<file path="config.mk">
export PLATFORM = sky130hd
export DESIGN_NAME = paddle_engine
export DESIGN_NICKNAME = d
export VERILOG_FILES = /design/src/rtl/paddle_engine.sv
export SDC_FILE = /design/constraint.sdc
export NUM_CORES = 1
export LEC_CHECK = 0
export CORE_MARGIN = 2
export CORE_UTILIZATION = 58
export DETAILED_ROUTE_END_ITERATION = 7
export PLACE_DENSITY = 0.8
export SYNTH_ARGS = -nofsm -noshare
export SYNTH_HDL_FRONTEND = slang
export SYNTH_SLANG_ARGS = --single-unit
</file>
<file path="constraint.sdc">
create_clock -name clk -period 7.6 [get_ports clk]
set_input_delay 1.52 -clock clk [delete_from_list [all_inputs] [get_ports clk]]
set_output_delay 1.52 -clock clk [all_outputs]
set_load 0.1 [all_outputs]
</file>
<file path="src/rtl/paddle_engine.sv">
// Breakout-style paddle: frame-rate movement, stepped resize FSM and pixel/zone generation.
// Optional blink feature enabled by defining PADDLE_BLINK_EN (adds flash input and frame counter).
module paddle_engine #(
  parameter logic [5:0]  PADDLE_COLOR  = 6'b111111,
  parameter int unsigned PADDLE_HEIGHT = 8,
  parameter int unsigned PADDLE_Y      = 456,
  parameter int unsigned MIN_WIDTH     = 32,
  parameter int unsigned MAX_WIDTH     = 127,
  parameter int unsigned DEF_WIDTH     = 99,
  parameter int unsigned SPEED         = 4,
  parameter int unsigned SCREEN_W      = 640
) (
  input  logic       clk,
  input  logic       nRst,
  input  logic [9:0] hpos,
  input  logic [8:0] vpos,
  input  logic       frame_start,
  input  logic       move_left,
  input  logic       move_right,
  input  logic       width_req,
  input  logic [6:0] target_width,
`ifdef PADDLE_BLINK_EN
  input  logic       flash,
`endif
  output logic       in_paddle,
  output logic [5:0] color,
  output logic [1:0] zone,
  output logic [9:0] paddle_x,
  output logic [6:0] paddle_w
);

  localparam logic [8:0]  LP_Y     = 9'(PADDLE_Y);
  localparam logic [8:0]  LP_Y_END = 9'(PADDLE_Y + PADDLE_HEIGHT);
  localparam logic [6:0]  LP_MINW  = 7'(MIN_WIDTH);
  localparam logic [6:0]  LP_MAXW  = 7'(MAX_WIDTH);
  localparam logic [6:0]  LP_DEFW  = 7'(DEF_WIDTH);
  localparam logic [9:0]  LP_DEFX  = 10'((SCREEN_W - DEF_WIDTH) >> 1);
  localparam logic [10:0] LP_SW    = 11'(SCREEN_W);
  localparam logic [10:0] LP_SPEED = 11'(SPEED);

  typedef enum logic [1:0] {IDLE, GROW, SHRINK} state_t;

  state_t      r_state, w_state_nxt;
  logic [9:0]  r_x, w_x_nxt;
  logic [6:0]  r_w, w_w_nxt, r_target, r_q, r_hcnt;
  logic        r_hspan, r_vspan;
  logic [6:0]  w_grow_w, w_shrink_w, w_tgt;
  logic [7:0]  w_up, w_c8, w_q8;
  logic [10:0] w_x_move, w_x_lim;
  logic [1:0]  w_zone;
  logic        w_blank;

  assign w_tgt = (target_width < LP_MINW) ? LP_MINW :
                 (target_width > LP_MAXW) ? LP_MAXW : target_width;

  always_comb begin
    w_state_nxt = r_state;
    w_w_nxt     = r_w;
    w_x_nxt     = r_x;
    w_x_move    = {1'b0, r_x};
    w_x_lim     = '0;
    w_up        = {1'b0, r_w} + 8'd2;
    w_grow_w    = (w_up > {1'b0, r_target}) ? r_target : w_up[6:0];
    w_shrink_w  = (({1'b0, r_target} + 8'd2) > {1'b0, r_w}) ? r_target : r_w - 7'd2;
    if (frame_start) begin
      case (r_state)
        IDLE: begin
          if (r_target > r_w) begin
            w_state_nxt = GROW;
            w_w_nxt     = w_grow_w;
          end else if (r_target < r_w) begin
            w_state_nxt = SHRINK;
            w_w_nxt     = w_shrink_w;
          end
        end
        GROW: begin
          if (r_target < r_w) begin
            w_state_nxt = SHRINK;
            w_w_nxt     = w_shrink_w;
          end else begin
            w_w_nxt = w_grow_w;
          end
        end
        SHRINK: begin
          if (r_target > r_w) begin
            w_state_nxt = GROW;
            w_w_nxt     = w_grow_w;
          end else begin
            w_w_nxt = w_shrink_w;
          end
        end
        default: w_state_nxt = IDLE;
      endcase
      if (w_w_nxt == r_target) w_state_nxt = IDLE;

      case ({move_left, move_right})
        2'b10:   w_x_move = ({1'b0, r_x} >= LP_SPEED) ? {1'b0, r_x} - LP_SPEED : '0;
        2'b01:   w_x_move = {1'b0, r_x} + LP_SPEED;
        default: w_x_move = {1'b0, r_x};
      endcase
      // Clamp against the width being written this frame so x+w never exceeds the screen
      w_x_lim = LP_SW - {4'b0, w_w_nxt};
      w_x_nxt = (w_x_move > w_x_lim) ? w_x_lim[9:0] : w_x_move[9:0];
    end
  end

  always_ff @(posedge clk or negedge nRst) begin
    if (!nRst) begin
      r_state  <= IDLE;
      r_x      <= LP_DEFX;
      r_w      <= LP_DEFW;
      r_q      <= LP_DEFW >> 2;
      r_target <= LP_DEFW;
    end else begin
      r_state <= w_state_nxt;
      r_x     <= w_x_nxt;
      r_w     <= w_w_nxt;
      if (frame_start) r_q <= w_w_nxt >> 2;
      if (width_req) r_target <= w_tgt;
    end
  end

  always_ff @(posedge clk or negedge nRst) begin
    if (!nRst) begin
      r_hspan <= 1'b0;
      r_hcnt  <= '0;
      r_vspan <= 1'b0;
    end else begin
      if (r_hspan) begin
        if (r_hcnt == r_w - 7'd1) begin
          r_hspan <= 1'b0;
          r_hcnt  <= '0;
        end else begin
          r_hcnt <= r_hcnt + 7'd1;
        end
      end else if (hpos == r_x) begin
        r_hspan <= 1'b1;
      end
      if (vpos == LP_Y) r_vspan <= 1'b1;
      else if (vpos == LP_Y_END) r_vspan <= 1'b0;
    end
  end

`ifdef PADDLE_BLINK_EN
  logic [3:0] r_fcnt;
  always_ff @(posedge clk or negedge nRst) begin
    if (!nRst) r_fcnt <= '0;
    else if (frame_start) r_fcnt <= r_fcnt + 4'd1;
  end
  assign w_blank = flash & r_fcnt[3];
`else
  assign w_blank = 1'b0;
`endif

  always_comb begin
    w_c8 = {1'b0, r_hcnt};
    w_q8 = {1'b0, r_q};
    if (w_c8 < w_q8)                      w_zone = 2'd0;
    else if (w_c8 < (w_q8 << 1))          w_zone = 2'd1;
    else if (w_c8 < w_q8 + (w_q8 << 1))   w_zone = 2'd2;
    else                                  w_zone = 2'd3;
  end

  assign in_paddle = r_hspan & r_vspan & ~w_blank;
  assign zone      = in_paddle ? w_zone : 2'd0;
  assign color     = PADDLE_COLOR;
  assign paddle_x  = r_x;
  assign paddle_w  = r_w;

endmodule

</file>
Yosys cells after proc, flatten, opt, wreduce, memory -nomap -nowiden
Cells that the tools add are included.
- bits in registers: 40
- bits of input ports: 32
- output and inout bits: 26
- word-level logic and storage cells: 73
- add/sub/neg operators: 9
- magnitude comparators: 11
- equality and inequality tests: 10
- multiplexer cells: 30
- bitwise operators: 1
- reductions and logical operators: 3
- operator list (cell ; number):
    $mux 7 ; 11
    $mux 11 ; 2
    $pmux 11 s2 ; 1
    $pmux 7 s3 ; 1
    $eq 9x9->1 const B ; 2
    $add 7x2->8 const B ; 2
    $gt 8x7->1 ; 2
    $eq 7x7->1 ; 2
    $lt 7x7->1 ; 2
    $mux 2 ; 7
    $add 10x3->11 const B ; 1
    $gt 11x11->1 ; 1
    $sub 10x3->11 const B ; 1
    $sub 10x7->11 const A ; 1
    $eq 10x10->1 ; 1
    $ge 10x3->1 const B ; 1
    $mux 10 ; 1
    $add 5x6->7 ; 1
    $add 7x1->7 const B ; 1
    $gt 7x7->1 ; 1
    $gt 7x7->1 const B ; 1
    $lt 7x5->1 ; 1
    $lt 7x6->1 ; 1
    $lt 7x6->1 const B ; 1
    11 further kinds ; 18

Longest topological paths before layout
- word-level depth: 10
- depth in mapped cells: 29
- mapped depth without buffers: 26

Worst setup path before layout
OpenSTA, ideal clock, no wires.
- path kind: reg-to-reg
- start: register r_w[3] (netlist: paddle_w[3])
- end: register r_x[7] (netlist: paddle_x[7])
- library setup time: 0.118 ns
- arrival time: 5.964 ns
- required time: 7.482 ns
- setup slack: 1.518 ns
- stages on the path, launching flop included: 30
- buffers on the path: 3
- clock period less this slack: 6.082 ns
- path through: dfrtp_1 -> buf_2 -> and3_1 -> nand3_1 -> xnor2_1 -> ha_1 -> nand3_1 -> nor2_1 -> o21ai_1 -> or2_2 -> clkbuf_1 -> o2111ai_1 -> o2111ai_1 -> a32oi_1 -> inv_1 -> ha_1 -> inv_1 -> ha_1 -> nor2b_1 -> o21ai_0 -> nand2b_1 -> a21oi_1 -> o21ai_0 -> a21boi_1 -> nor3_1 -> mux2i_1 -> o211ai_4 -> buf_6 -> mux2i_1 -> a21o_1
- word-level cells in the longest chain between the ends: 9
- ends and longest elaborated chain (what ; line ; source):
    start, declared ; 45 ; logic [6:0] r_w, w_w_nxt, r_target, r_q, r_hcnt;
    start signal, assigned ; 117 ; r_w <= w_w_nxt;
    $add 7x2->8, or another cell as far along ; 62 ; w_up = {1'b0, r_w} + 8'd2;
    $gt 8x7->1 / $mux 7 (equally long branches) ; 63, 64 ;
    $mux 7 (on tied branches) ; 63, 71 ;
    $mux 7 (on tied branches) ; 85, 68, 77 ;
    $pmux 7 s3 * ; 66 ; case (r_state)
    $mux 7 * ; 65 ; if (frame_start) begin
    $sub 10x7->11 * ; 102 ; w_x_lim = LP_SW - {4'b0, w_w_nxt};
    $gt 11x11->1 ; 103 ; w_x_nxt = (w_x_move > w_x_lim) ? w_x_lim[9:0] : w_x_move[9:0];
    $mux 10 * ; 103 ;
    end signal, assigned ; 116 ; r_x <= w_x_nxt;
    end, declared ; 44 ; logic [9:0] r_x, w_x_nxt;
Every way passes the cells marked *; elsewhere a longest branch is shown, timed or not. The select of a mux whose other input is x is not followed.
A chain may end at the register's enable or synchronous reset.

Worst setup path after layout
- start: register r_w[1] (netlist: paddle_w[1])
- end: register r_x[3] (netlist: paddle_x[3])
Same word-level chain as after synthesis.

==> key figures <==
Setup path
  • Crit path launch type: flip-flop
  • Kind of critical path: flip-flop to flip-flop
  • Maximum fanout along the worst path: 15
  • End of the worst register-to-register path: paddle_x[3]
  • Cell at the slowest stage of the critical path: sky130_fd_sc_hd__dfstp_2
  • Data arrival time of the worst path: 6370 ps
  • Most used cell, CP: sky130_fd_sc_hd__ha_1
  • Worst Setup End Kind: flip-flop
  • Number of buffer and inverter instances along the worst setup path: 2
  • Largest stage delay on the critical path: ~670 ps
  • Critical path data required time: 7820 ps
  • Crit Reg-Reg Startpoint: paddle_w[1]
  • Cell class contributing the biggest share of worst-path delay: compound AO/OA/AOI/OAI gates
  • Number of cells on the worst reg-to-reg path: 26
  • FF-to-FF setup slack: 1450 ps

Place
  • Detailed-placement wirelength estimate: 9.97 mm
  • IO Port Bufs: 51
  • Routability congestion estimate: 0.953

Outcome
  • Status: completed

Yosys
  • Number of enable-type register cells in the synthesized netlist: 0
  • Part of the Yosys area used for sequential elements: 0.212
  • Number of standard cells after synthesis: around 600
  • Most frequently used flop master after synthesis: sky130_fd_sc_hd__dfrtp_1
  • Number of unique standard cell types used by synthesis: 81
  • FF+latch count, synth: 40
  • Post-synthesis simple-gate area fraction: 0.204
  • Combined area of all synthesized cells: slightly below 0.005 mm2
  • Synthesized-area fraction occupied by ao, oa, aoi and oai cells: 0.251
  • Multiplexer share of the synthesized area: 0.0190
  • Adder-cell share of the synthesized area: 0.155
  • Xor and xnor area share after synthesis: 0.0928
  • Share of synthesized flip-flops with an asynchronous set or reset: 1.00
  • Number of warnings reported in the yosys synthesis log: 0
  • Main combinational cell family by area after synthesis: compound AO/OA/AOI/OAI gates
  • Per-instance average area after synthesis: 8.20 um2

Timing
  • Slew @ Worst Pin: between 1000 and 1500 ps
  • Top achievable clock speed: 0.163 GHz
  • RSZ-0062 raised after global routing: false
  • Portion of the clock cycle consumed by the worst path in the final layout: 0.809
  • Final setup fails: 0
  • Setup clock skew after layout: 14.5 ps
  • Setup TNS Final: 0 ps
  • Slew Limit Fails: 0
  • Number of hold violations in the final report: 0
  • Worst relative slew slack: 0.325
  • Minimum clock period: 6150 ps

GRT
  • Most used routing layer: met2
  • Grt met3 use: 0.0466
  • Vias in the first global route: 4470
  • Congestion Overflow GR: 0
  • Routing usage on met1: 0.416
  • Global-route wire length before repair: 21.5 mm
  • Total routing resource utilization after global routing: 0.298
  • Met2 usage: 0.482
  • Pin count of the biggest net entering global routing: a little over 40
  • Initial antenna violation count: 0

CTS
  • Reg clk slew, reported paths: 100 ps
  • Number of levels the H-tree was split into: 2
  • CTS sink count: 40
  • Clock latency of the later-clocked register in the worst-skew pair: 310 ps
  • Hold-fix buffer count after cts: 0
  • TritonCTS clock tree: done
  • Bufs on Longest Clock Path: 2
  • Count of buffers added by post-CTS timing repair for setup: 0
  • Library cell used as clock root buffer: sky130_fd_sc_hd__clkbuf_8
  • Number of CTS-inserted buffers: 5
  • Quantity of gates resized following cts: 0

Hold path
  • Number of stages on the worst hold path: 2
  • Hold crit path type: flip-flop to flip-flop
  • Capture endpoint of the worst hold path: r_vspan
  • Min-delay src: r_vspan

Cells and area
  • Final #Nets: roughly 710
  • Growth of design area from synthesis to finish: 13.1%
  • Number of inserted filler cells in the final layout: 701
  • Layout cell share with drive strength beyond 1: 0.0756
  • Antenna cells: 0

Floorplan
  • Area of the die: 0.00904 mm2
  • Standard cell core area: 0.00813 mm2
  • Initial core utilization: 0.591
  • Die height: roughly 95 um
  • Count of pins on the block boundary: 58
  • Width of the chip: 95.1 um
  • Core Rows: 33

Detailed routing
  • DR vias/cell: about 6.5
  • DR iter-0 viols: 274
  • TritonRoute pass-1 iters: 5
  • Routed wirelength normalized by instance count: 17.8 um
  • Antenna viol nets, final: 0
  • Number of remaining DRC errors: 0
  • Post-Route WL: around 13 mm
  • Vias post-DR: 4691

Flow run
  • Max_cap viols: 0
logic make-up (layout without fill, tap and decap cells):
| logic type | count (synthesis) | count (layout) |
|---|---|---|
| adders and majority gates | 59 | 59 |
| xor gates and xnor gates | 51 | 51 |
| AOI/OAI and AO/OA | 167 | 167 |
| muxes | 9 | 9 |
| other | 1 | 6 |
| DFF | 40 | 40 |
| and+or+nand+nor | 188 | 188 |
| buffers and inverters | 72 | 102 |
sequential cells by signal, indices dropped and copies added (netlist names):
register  cells
r_vspan       1
r_state       2
r_q           5
r_target      7
r_hspan       1
r_hcnt        7
paddle_w      7
paddle_x     10
per-stage QoR:
stage                     utilization  worst slack, ps  std cells  hold WS, ps  area (um2)
after floorplan                     -             1520        592          491        4830
after global placement          0.655             1820        719          526        5330
after detailed placement        0.655             1590        719          543        5330
after CTS                       0.669             1540        727          566        5440
after global routing            0.669              952        727          595        5440
final                           0.669             1450        727          564        5440
worst max path at each step:
stage / depth (start not counted) / slack, ps / start / to
after floorplan: 29 / 1520 / paddle_w[3] / paddle_x[7]
after global placement: 26 / 1820 / paddle_w[1] / paddle_x[3]
after detailed placement: 26 / 1590 / paddle_w[1] / paddle_x[3]
after CTS: 26 / 1540 / paddle_w[1] / paddle_x[3]
after global routing: 26 / 950 / paddle_w[3] / paddle_x[3]
final: 26 / 1450 / paddle_w[1] / paddle_x[3]
worst min-delay path: stages, from the launching register on:
cell	delay (ps)
sky130_fd_sc_hd__dfrtp_1	380
sky130_fd_sc_hd__a21oi_1	50
sky130_fd_sc_hd__nor2_1	100
per-layer routing:
layer	routed length, um	vias to the layer above	share of wire
li1	-	2197	-
met1	5650	2267	0.44
met2	6070	200	0.47
met3	1040	27	0.080
met4	211	0	0.016
met5	0	-	0
placed cells by master (no fill, tap or decap), drive strengths merged, types with 3 or more instances in the layout:
cell / n
a211oi: 8
a21boi: 12
a21o: 12
a21oi: 39
a22o: 3
a22oi: 3
a31oi: 4
and2: 6
buf: 5
clkbuf: 5
clkdlybuf4s50: 50
conb: 6
dfrtp: 26
dfstp: 14
ha: 58
inv: 39
mux2i: 8
nand2: 39
nand2b: 8
nand3: 34
nand4: 14
nor2: 37
nor2b: 8
nor3: 17
nor3b: 4
nor4: 5
o211ai: 8
o21a: 3
o21ai: 31
o22ai: 8
o2bb2ai: 3
o31ai: 3
or4: 5
xnor2: 31
xor2: 20
synth_stat cells (5+ instances only):
cell                       count  share of area
sky130_fd_sc_hd__nor2b_1       8          0.010
sky130_fd_sc_hd__nand2b_1      8          0.010
sky130_fd_sc_hd__o211ai_1      7          0.011
sky130_fd_sc_hd__xor2_1       20          0.036
sky130_fd_sc_hd__buf_4         7          0.011
sky130_fd_sc_hd__xnor2_1      31          0.056
sky130_fd_sc_hd__mux2i_1       8          0.017
sky130_fd_sc_hd__and2_1        6         0.0078
sky130_fd_sc_hd__ha_1         58           0.15
sky130_fd_sc_hd__nor2_1       36          0.028
sky130_fd_sc_hd__a21boi_0     10          0.016
sky130_fd_sc_hd__nand3_1      34          0.035
sky130_fd_sc_hd__nand2_1      39          0.030
sky130_fd_sc_hd__dfrtp_1      26           0.14
sky130_fd_sc_hd__a211oi_1      7          0.011
sky130_fd_sc_hd__a21o_1       12          0.019
sky130_fd_sc_hd__clkbuf_1     19          0.015
sky130_fd_sc_hd__nand4_1      13          0.017
sky130_fd_sc_hd__a21oi_1      38          0.040
sky130_fd_sc_hd__inv_1        39          0.030
sky130_fd_sc_hd__o21ai_0      27          0.028
sky130_fd_sc_hd__nor3_1       17          0.018
sky130_fd_sc_hd__dfstp_2      14          0.076
sky130_fd_sc_hd__o22ai_1       8          0.010
sky130_fd_sc_hd__nor4_1        5         0.0065
cell type report:
type / count / area [um2] / share of cell area
Inverter: 39 / 146 / 0.0269
Timing Repair Buffer: 55 / 536 / 0.0984
Multi-Input combinational cell: 480 / 3490 / 0.642
Tap cell: 105 / 131 / 0.0241
Sequential cell: 40 / 1020 / 0.187
Clock inverter: 3 / 47.5 / 0.00874
Clock buffer: 5 / 68.8 / 0.0126
Power is left out: the tool's default activity adds up to more than one toggle a clock period on the data nets, which glitch-free logic cannot reach.
